$ cat config.mk
export PLATFORM = sky130hd
export DESIGN_NAME = demux_1x4_stream_flat
export DESIGN_NICKNAME = d
export VERILOG_FILES = /design/src/rtl/demux_1x4_stream_pkg.sv /design/src/rtl/demux_1x4_stream_if.sv /design/src/rtl/demux_1x4_stream_lane_fifo.sv /design/src/rtl/demux_1x4_stream.sv /design/src/flat_wrapper.sv
export SDC_FILE = /design/constraint.sdc
export NUM_CORES = 1
export LEC_CHECK = 0
export CORE_ASPECT_RATIO = 0.6
export CORE_MARGIN = 1.5
export CORE_UTILIZATION = 38
export CTS_BUF_LIST = sky130_fd_sc_hd__clkbuf_4
export CTS_CLUSTER_SIZE = 14
export DETAILED_ROUTE_END_ITERATION = 8
export GPL_TIMING_DRIVEN = 0
export HOLD_SLACK_MARGIN = 0.02
export SYNTH_ARGS = -nofsm -noshare
export SYNTH_HDL_FRONTEND = slang
export SYNTH_HIERARCHICAL = 1
export SYNTH_SLANG_ARGS = --single-unit
export TNS_END_PERCENT = 100
$ cat constraint.sdc
create_clock -name clk -period 5.7 [get_ports clk]
set_input_delay 1.425 -clock clk [delete_from_list [all_inputs] [get_ports clk]]
set_output_delay 1.425 -clock clk [all_outputs]
set_load 0.03 [all_outputs]
$ cat src/rtl/demux_1x4_stream_pkg.sv
// rtl/demux_1x4_stream_pkg.sv - shared lane constants and types for the 1-to-4 stream demux
package demux_1x4_stream_pkg;
  localparam int NUM_LANES = 4;
  localparam int SEL_W     = 2;

  typedef logic [SEL_W-1:0]     sel_t;
  typedef logic [NUM_LANES-1:0] lane_vec_t;
endpackage

$ cat src/rtl/demux_1x4_stream_if.sv
// rtl/demux_1x4_stream_if.sv - producer/consumer stream bundle for the 1-to-4 stream demux
interface demux_1x4_stream_if
  import demux_1x4_stream_pkg::*;
#(
  parameter int WIDTH = 4,
  parameter int CNT_W = 8
);
  logic                       in_valid;
  logic                       in_ready;
  sel_t                       in_sel;
  logic [WIDTH-1:0]           in_data;
  lane_vec_t                  out_valid;
  lane_vec_t                  out_ready;
  logic [NUM_LANES*WIDTH-1:0] out_data;
  logic [NUM_LANES*CNT_W-1:0] lane_cnt;

  modport master (
    output in_valid, in_sel, in_data, out_ready,
    input  in_ready, out_valid, out_data, lane_cnt
  );

  modport slave (
    input  in_valid, in_sel, in_data, out_ready,
    output in_ready, out_valid, out_data, lane_cnt
  );
endinterface

$ cat src/rtl/demux_1x4_stream_lane_fifo.sv
// rtl/demux_1x4_stream_lane_fifo.sv - per-lane FIFO; head word is always presented on dout
module demux_lane_fifo #(
  parameter int WIDTH = 4,
  parameter int DEPTH = 2
) (
  input  logic             clk,
  input  logic             rst_n,
  input  logic             push,
  input  logic [WIDTH-1:0] din,
  output logic             full,
  input  logic             pop,
  output logic [WIDTH-1:0] dout,
  output logic             empty
);
  localparam int PTR_W = $clog2(DEPTH);
  localparam logic [PTR_W:0] FULL_CNT = (PTR_W + 1)'(DEPTH);

  logic [WIDTH-1:0] mem_q [DEPTH];
  logic [WIDTH-1:0] mem_d [DEPTH];
  logic [PTR_W-1:0] wr_ptr_q, wr_ptr_d;
  logic [PTR_W-1:0] rd_ptr_q, rd_ptr_d;
  logic [PTR_W:0]   occ_q, occ_d;
  logic             do_push, do_pop;

  assign full    = (occ_q == FULL_CNT);
  assign empty   = (occ_q == '0);
  // Pushes are judged against the registered occupancy, so a full lane stays full even while draining.
  assign do_push = push && !full;
  assign do_pop  = pop && !empty;
  assign dout    = mem_q[rd_ptr_q];

  always_comb begin
    mem_d    = mem_q;
    wr_ptr_d = wr_ptr_q;
    rd_ptr_d = rd_ptr_q;
    occ_d    = occ_q;
    if (do_push) begin
      mem_d[wr_ptr_q] = din;
      wr_ptr_d        = wr_ptr_q + PTR_W'(1);
    end
    if (do_pop) begin
      rd_ptr_d = rd_ptr_q + PTR_W'(1);
    end
    case ({do_push, do_pop})
      2'b10:   occ_d = occ_q + (PTR_W + 1)'(1);
      2'b01:   occ_d = occ_q - (PTR_W + 1)'(1);
      default: occ_d = occ_q;
    endcase
  end

  always_ff @(posedge clk or negedge rst_n) begin
    if (!rst_n) begin
      for (int i = 0; i < DEPTH; i++) begin
        mem_q[i] <= '0;
      end
      wr_ptr_q <= '0;
      rd_ptr_q <= '0;
      occ_q    <= '0;
    end else begin
      mem_q    <= mem_d;
      wr_ptr_q <= wr_ptr_d;
      rd_ptr_q <= rd_ptr_d;
      occ_q    <= occ_d;
    end
  end
endmodule

$ cat src/rtl/demux_1x4_stream.sv
// rtl/demux_1x4_stream.sv - registered 1-to-4 stream demux with per-lane FIFOs and accept counters
module demux_1x4_stream
  import demux_1x4_stream_pkg::*;
#(
  parameter int WIDTH = 4,
  parameter int DEPTH = 2,
  parameter int CNT_W = 8
) (
  input  logic               clk,
  input  logic               rst_n,
  demux_1x4_stream_if.slave  io
);
  lane_vec_t        full, empty, push, pop;
  logic             in_ready;
  logic [WIDTH-1:0] head [NUM_LANES];
  logic [CNT_W-1:0] cnt_q [NUM_LANES];
  logic [CNT_W-1:0] cnt_d [NUM_LANES];

  // Ready depends only on the selected lane's registered fullness, never on out_ready.
  assign in_ready     = !full[io.in_sel];
  assign io.in_ready  = in_ready;
  assign io.out_valid = ~empty;
  assign pop          = ~empty & io.out_ready;

  always_comb begin
    push = '0;
    if (io.in_valid && in_ready) begin
      push = lane_vec_t'(1) << io.in_sel;
    end
  end

  for (genvar g = 0; g < NUM_LANES; g++) begin : g_lane
    demux_lane_fifo #(
      .WIDTH (WIDTH),
      .DEPTH (DEPTH)
    ) u_fifo (
      .clk   (clk),
      .rst_n (rst_n),
      .push  (push[g]),
      .din   (io.in_data),
      .full  (full[g]),
      .pop   (pop[g]),
      .dout  (head[g]),
      .empty (empty[g])
    );

    assign io.out_data[g*WIDTH +: WIDTH] = head[g];
    assign io.lane_cnt[g*CNT_W +: CNT_W] = cnt_q[g];
  end

  always_comb begin
    for (int i = 0; i < NUM_LANES; i++) begin
      cnt_d[i] = cnt_q[i];
      if (push[i]) begin
        cnt_d[i] = cnt_q[i] + CNT_W'(1);
      end
    end
  end

  always_ff @(posedge clk or negedge rst_n) begin
    if (!rst_n) begin
      for (int i = 0; i < NUM_LANES; i++) begin
        cnt_q[i] <= '0;
      end
    end else begin
      cnt_q <= cnt_d;
    end
  end
endmodule

$ cat src/flat_wrapper.sv
// flat-port wrapper written by rule: the top's interface ports become plain ports
module demux_1x4_stream_flat import demux_1x4_stream_pkg::*;
#(
  parameter int WIDTH = 4,
  parameter int DEPTH = 2,
  parameter int CNT_W = 8
)
  (clk, rst_n, io_in_valid, io_in_sel, io_in_data, io_out_ready, io_in_ready, io_out_valid, io_out_data, io_lane_cnt);
  demux_1x4_stream_if #(.WIDTH(WIDTH), .CNT_W(CNT_W)) io_i ();
  input  logic clk;
  input  logic rst_n;
  input wire logic [$bits(io_i.in_valid)-1:0] io_in_valid;
  input wire logic [$bits(io_i.in_sel)-1:0] io_in_sel;
  input wire logic [$bits(io_i.in_data)-1:0] io_in_data;
  input wire logic [$bits(io_i.out_ready)-1:0] io_out_ready;
  output wire logic [$bits(io_i.in_ready)-1:0] io_in_ready;
  output wire logic [$bits(io_i.out_valid)-1:0] io_out_valid;
  output wire logic [$bits(io_i.out_data)-1:0] io_out_data;
  output wire logic [$bits(io_i.lane_cnt)-1:0] io_lane_cnt;
  assign io_i.in_valid = io_in_valid;
  assign io_i.in_sel = io_in_sel;
  assign io_i.in_data = io_in_data;
  assign io_i.out_ready = io_out_ready;
  assign io_in_ready = io_i.in_ready;
  assign io_out_valid = io_i.out_valid;
  assign io_out_data = io_i.out_data;
  assign io_lane_cnt = io_i.lane_cnt;
  demux_1x4_stream #(.WIDTH(WIDTH), .DEPTH(DEPTH), .CNT_W(CNT_W)) u_core (.clk(clk), .rst_n(rst_n), .io(io_i));
endmodule
=== Yosys cells after proc, flatten, opt, wreduce, memory -nomap -nowiden ===
Index checks and enable logic that the tools add are counted.

* Register bits: 80
* Bits in latches: 0
* Memory bits (writable): 0
* Memory bits (read-only): 0
* Input bits: 13
* Output and inout port bits: 53
* Logic and storage cells: 141
* Memories kept: 0

* $add $sub $neg: 20
* Multipliers: 0
* Div/mod/pow operators: 0
* Order comparisons: 13
* Equality and inequality tests: 12
* Shift-type cells: 1
* Muxes and demuxes: 31
* Bitwise operators: 10
* Reductions and logical operators: 30

{| class="wikitable"
|+ Operator list
! cell !! count
|-
| $mux 4 || 17
|-
| $add 8x1->8 const B || 4
|-
| $bwmux 8 || 4
|-
| $demux 4 s1 || 4
|-
| $eq 2x2->1 const B || 8
|-
| $ge 2x2->1 const B || 8
|-
| $not 1->2 || 8
|-
| $pmux 2 s2 || 4
|-
| $logic_and 1x1->1 || 13
|-
| $logic_not 1->1 || 9
|-
| $add 1x1->1 const B || 8
|-
| $add 2x1->2 const B || 4
|-
| $eq 2x1->1 const B || 4
|-
| $logic_not 2->1 || 4
|-
| $lt 2x1->1 const B || 4
|-
| $reduce_bool 2->1 || 4
|-
| $sub 2x1->2 const B || 4
|-
| $and 4x4->4 || 1
|-
| $not 4->4 || 1
|-
| $shl 1x2->4 const A || 1
|-
| $lt 2x3->1 const B || 1
|-
| $bmux 1 s2 || 1
|-
| $mux 1 || 1
|}

=== Depth between registers and ports, before layout ===
Gate-level depths: netlist of the first run.

* Depth after elaboration: 9
* Gate-level depth with buffers: 10
* Mapped depth without buffers: 9

=== Modules after synthesis ===
Netlist of the first run, hierarchy kept.

{| class="wikitable"
|+ By module, submodules not included
! module !! times used !! cells each !! area each (um^2) !! seq. area each (um^2)
|-
| demux_lane_fifo || 4 || 39 || 556.8 || 300.3
|-
| demux_1x4_stream || 1 || 129 || 1460.2 || 800.8
|}

=== Worst setup path before layout of the first run ===
OpenSTA, ideal clock, no wires.

* Kind: input-to-output
* Start point: input port io_in_sel[0]
* End point: output port io_in_ready
* Data arrival time: 2.099 ns
* Data required time: 4.275 ns
* Setup slack: 2.176 ns
* Cell stages on the path: 2
* Buffers on the path: 0
* Cells stage by stage: mux4_2 -> inv_1

* Word-level cells in the longest chain between the ends: 3

{| class="wikitable"
|+ RTL lines
! item !! RTL line !! RTL
|-
| start, declared || flat_wrapper.sv:13 || <nowiki>input wire logic [$bits(io_i.in_sel)-1:0] io_in_sel;</nowiki>
|-
| $bmux 1 s2 || demux_1x4_stream.sv:20 || <nowiki>assign in_ready = !full[io.in_sel];</nowiki>
|-
| $mux 1 (implied by the code) || demux_1x4_stream.sv:20 ||
|-
| $logic_not 1->1 || demux_1x4_stream.sv:20 ||
|-
| end, declared || flat_wrapper.sv:16 || <nowiki>output wire logic [$bits(io_i.in_ready)-1:0] io_in_ready;</nowiki>
|}

Every way passes these cells. The select of a mux whose other input is x is not followed.

=== Worst setup path in the final report of the first run ===
Same ends and word-level chain as after synthesis.

==> metrics.csv, run 1 <==
stage,metric,value,unit
timing,fin. max-slew vios,0,
die,die span in x,130,um
drt,drt initial violations,114,
cts,CTS H-tree depth,3,
global_routing,largest net degree at the start of global routing,62,
cells_and_area,Nets,383,
synth,synth top area cells,"dfrtp_1 54%, mux2_2 15%, xnor2_1 7.6%",
cts,"Reg clk slew, reported paths",120,ps
job,Max Cap Viol,0,
die,Die Y,79.3,um
cts,CTS Hold Bufs,0,
critical_path,critical path launch point type,primary input,
power_and_ir_drop,Leak,2.03,nW
cts,post_cts resized,0,
critical_path,Critical Setup Path Class,primary input to output pin,
critical_path,Setup crit end kind,output pin,
synth,Yosys top cell area share,54.3,%
critical_path,Slowest cell on crit path,clkdlybuf4s50_1,
cells_and_area,"commonest cells after routing, fill and taps aside","80 x dfrtp_1, 64 x clkdlybuf4s50_1, 48 x mux2_2",
cts,Worst-Skew Late Latency,430,ps
global_routing,first-pass GRT wire length,12200,um
timing,Max-Slew Margin vs Limit,75.1,%
global_routing,GRT overflow,0,
critical_path,"delay-heaviest family, CP",buffers and inverters,
die,Initial Util,39.7,%
cells_and_area,fillcell total,832,
synth,Synth Cell Area,3690,sq um
critical_path,Worst R2R Setup Slack,3590,ps
cts,cts bufs inserted,9,
die,I/O pin count,66,
critical_path,CP arrival,3230,ps
synth,Netlist cell types,25,
synth,#FFs+latches synth,80,
critical_path,CP Cell Sequence,"clkdlybuf4s50_1, mux4_2, inv_1, clkdlybuf4s50_1",
timing,final setup TNS,0,ps
drt,Avg WL per Cell,14.4,um
cts,setup bufs post-CTS,0,
cells_and_area,"Area growth, synth to finish",25.3,%
placed_design,Port Buffers,65,
synth,Syn Nets,306,
power_and_ir_drop,VDD IR max,0.264,mV
timing,RSZ-0062 raised after global routing,no,
min_path,Worst Hold End,u_core/io.lane_cnt[31],
die,Core Rows,27,
cells_and_area,ANT cells,0,
drt,via count,2283,
cells_and_area,"commonest non-fill, non-tap cell in the layout",dfrtp_1,
cts,CTS Sinks,80,
timing,fmax,0.215,GHz
die,Core ar.,9290,sq um
critical_path,worst r2r dst,u_core/g_lane[0].u_fifo/mem_q[6],
power_and_ir_drop,power density cells,550,nW/um^2
drt,Routed Antenna Nets,0,
cts,CTS root buf,clkbuf_4,
timing,final critical-path share of the clock period,81.6,%
critical_path,R2R depth,6,
placed_design,Post-DP Area,4530,sq um
timing,Final min period,4650,ps
synth,Yosys warnings,6,
cells_and_area,FF+latch area,2000,sq um
timing,Worst Max-Slew Pin Slew,373,ps
cells_and_area,area of the multi-input gates,1610,sq um
min_path,Hold Path Origin,u_core/io.lane_cnt[31],
status,status,"finished, final reports clean",
cts,clock buffer depth,2,
critical_path,Critical Path RT,4280,ps
cells_and_area,design area,4620,sq um
placed_design,hpwl dp,5100,um
global_routing,vias in the first global route,2339,
drt,1st-pass router iterations,4,
drt,DR DRC count,0,
global_routing,initial antenna violation count,0,
drt,routed vias/inst,4.59,
synth,Synth area leader,dfrtp_1,
timing,final number of setup-violating endpoints,0,
die,full die area,10300,sq um
global_routing,All-Layer GR Usage,15.7,%
cells_and_area,share of layout cells above drive strength 1,22.9,%
min_path,worst hold path stage count,1,
critical_path,reg2reg start,u_core/g_lane[0].u_fifo/occ_q[0],
critical_path,"Buf+Inv Stages, Crit Path",3,
min_path,Min-Delay Path Class,register to register,
synth,gate count of the mapped netlist,285,
timing,clk_skew,8.25,ps
critical_path,most frequent CP cell,clkdlybuf4s50_1,
synth,post-synthesis sequential area ratio,54.3,%
synth,syn_area_per_cell,12.9,sq um
placed_design,routability cong.,0.744,
critical_path,CP peak stage delay,660,ps
drt,Routed WL,7170,um
critical_path,Critical Path Fanout Max,5,
cts,TritonCTS clock tree,done,
timing,Final Hold Vio Count,0,
-- power breakdown --
group	internal, W	switching, W
clock network	0.0000811	0.000187
registers	0.000796	0.000220
logic	0.000625	0.000634
total	0.00150	0.00104
-- worst max-delay path by stage --
stage                            start                          endpoint  slack, ps  depth (start not counted)
after global routing      io_in_sel[0]                       io_in_ready        980                          4
final                     io_in_sel[0]                       io_in_ready       1050                          4
after global placement           rst_n  u_core/g_lane[1].u_fifo/rd_ptr_q        260                          1
after floorplan           io_in_sel[0]                       io_in_ready       2180                          2
after CTS                 io_in_sel[0]                       io_in_ready       1030                          4
after detailed placement  io_in_sel[0]                       io_in_ready       1040                          4
-- state kept, by name (all words and copies together), names as in the netlist --
name / count
u_core/io.lane_cnt: 32
u_core/g_lane.u_fifo/mem_q: 32
u_core/g_lane.u_fifo/occ_q: 8
u_core/g_lane.u_fifo/rd_ptr_q: 4
u_core/g_lane.u_fifo/wr_ptr_q: 4
-- per-stage QoR --
step / hold slack [ps] / setup WS [ps] / power, W / utilization (%) / cells
2_1_floorplan: 475 / 2180 / 0.00183 / - / 285
3_3_place_gp: 456 / 258 / 0.00227 / 48.4 / 480
5_1_grt: 502 / 977 / 0.00272 / 49.8 / 497
3_5_place_dp: 464 / 1040 / 0.00230 / 48.7 / 481
6_report: 479 / 1050 / 0.00254 / 49.8 / 497
4_1_cts: 480 / 1030 / 0.00258 / 49.8 / 497
-- worst reg2reg max path: stages, from the launching register on --
cell and delay [ps]:
dfrtp_1 440, nand2b_4 170, inv_2 60, or4b_4 510
clkinv_2 150, nor3b_4 320, mux2_2 370
-- synthesized netlist by cell type (all sizes together) --
library cell / instances
inv: 11
nand2b: 4
nand4b: 1
nor2b: 8
ha: 8
and3: 8
nor3: 4
nand4: 11
dfrtp: 80
nor2: 9
nand4bb: 1
buf: 6
or4b: 1
nor3b: 4
xor2: 16
nor4bb: 1
xnor2: 32
mux4: 1
nand2: 24
nor4: 2
nand3: 3
clkinv: 1
mux2: 49
-- area by class of cell --
type,count,area share [%]
flip-flops and latches,80,43.3
multi-input cells,187,34.8
repair buffers,66,14.6
well taps,130,3.52
clock buffers,9,1.46
inverters,12,1.00
plain buffers,6,0.650
clock inverters,7,0.623
-- cells by family (layout without fill, tap and decap cells) --
| logic type | Yosys count | after routing | share of synthesized area (%) |
|---|---|---|---|
| DFF | 80 | 80 | 54.3 |
| adders and majority gates | 8 | 8 | 2.71 |
| buffers and inverters | 18 | 100 | 2.07 |
| and+or+nand+nor | 81 | 81 | 13.9 |
| muxes | 50 | 50 | 15.6 |
| xor gates and xnor gates | 48 | 48 | 11.4 |
-- per-layer routing --
| metal | up-vias | track usage (%) | wire length [um] |
|---|---|---|---|
| met4 | 0 | 4.56 | 62 |
| li1 | 1124 | - | - |
| met3 | 5 | 5.86 | 324 |
| met5 | - | 0 | 0 |
| met1 | 1110 | 23.1 | 3860 |
| met2 | 44 | 21.0 | 2920 |
(Power assumes the default switching activity.)
==> run 2, diff against run 1 <==
Clock period 5.7 ns to 4.3 ns, I/O delays scaled along.
==> results of run 2 <==
The final DEF is identical to that of run 1. Status: finished, final reports clean.
Main changes from that run: setup slack after placement 1040 ps -> 337 ps; setup slack after layout 1050 ps -> 348 ps; register-to-register setup slack 3590 ps -> 2190 ps; total power 0.00254 W -> 0.00337 W; worst IR drop on VDD 0.264 mV -> 0.349 mV
==> run 3, diff against run 2 <==
Settings changed: CTS_CLUSTER_DIAMETER from default to 100.
==> results of run 3 <==
The final DEF is identical to that of run 1. Status: finished, final reports clean.
Main changes from that run: setup slack after placement 1040 ps -> 337 ps; setup slack after layout 1050 ps -> 348 ps; register-to-register setup slack 3590 ps -> 2190 ps; total power 0.00254 W -> 0.00337 W; worst IR drop on VDD 0.264 mV -> 0.349 mV
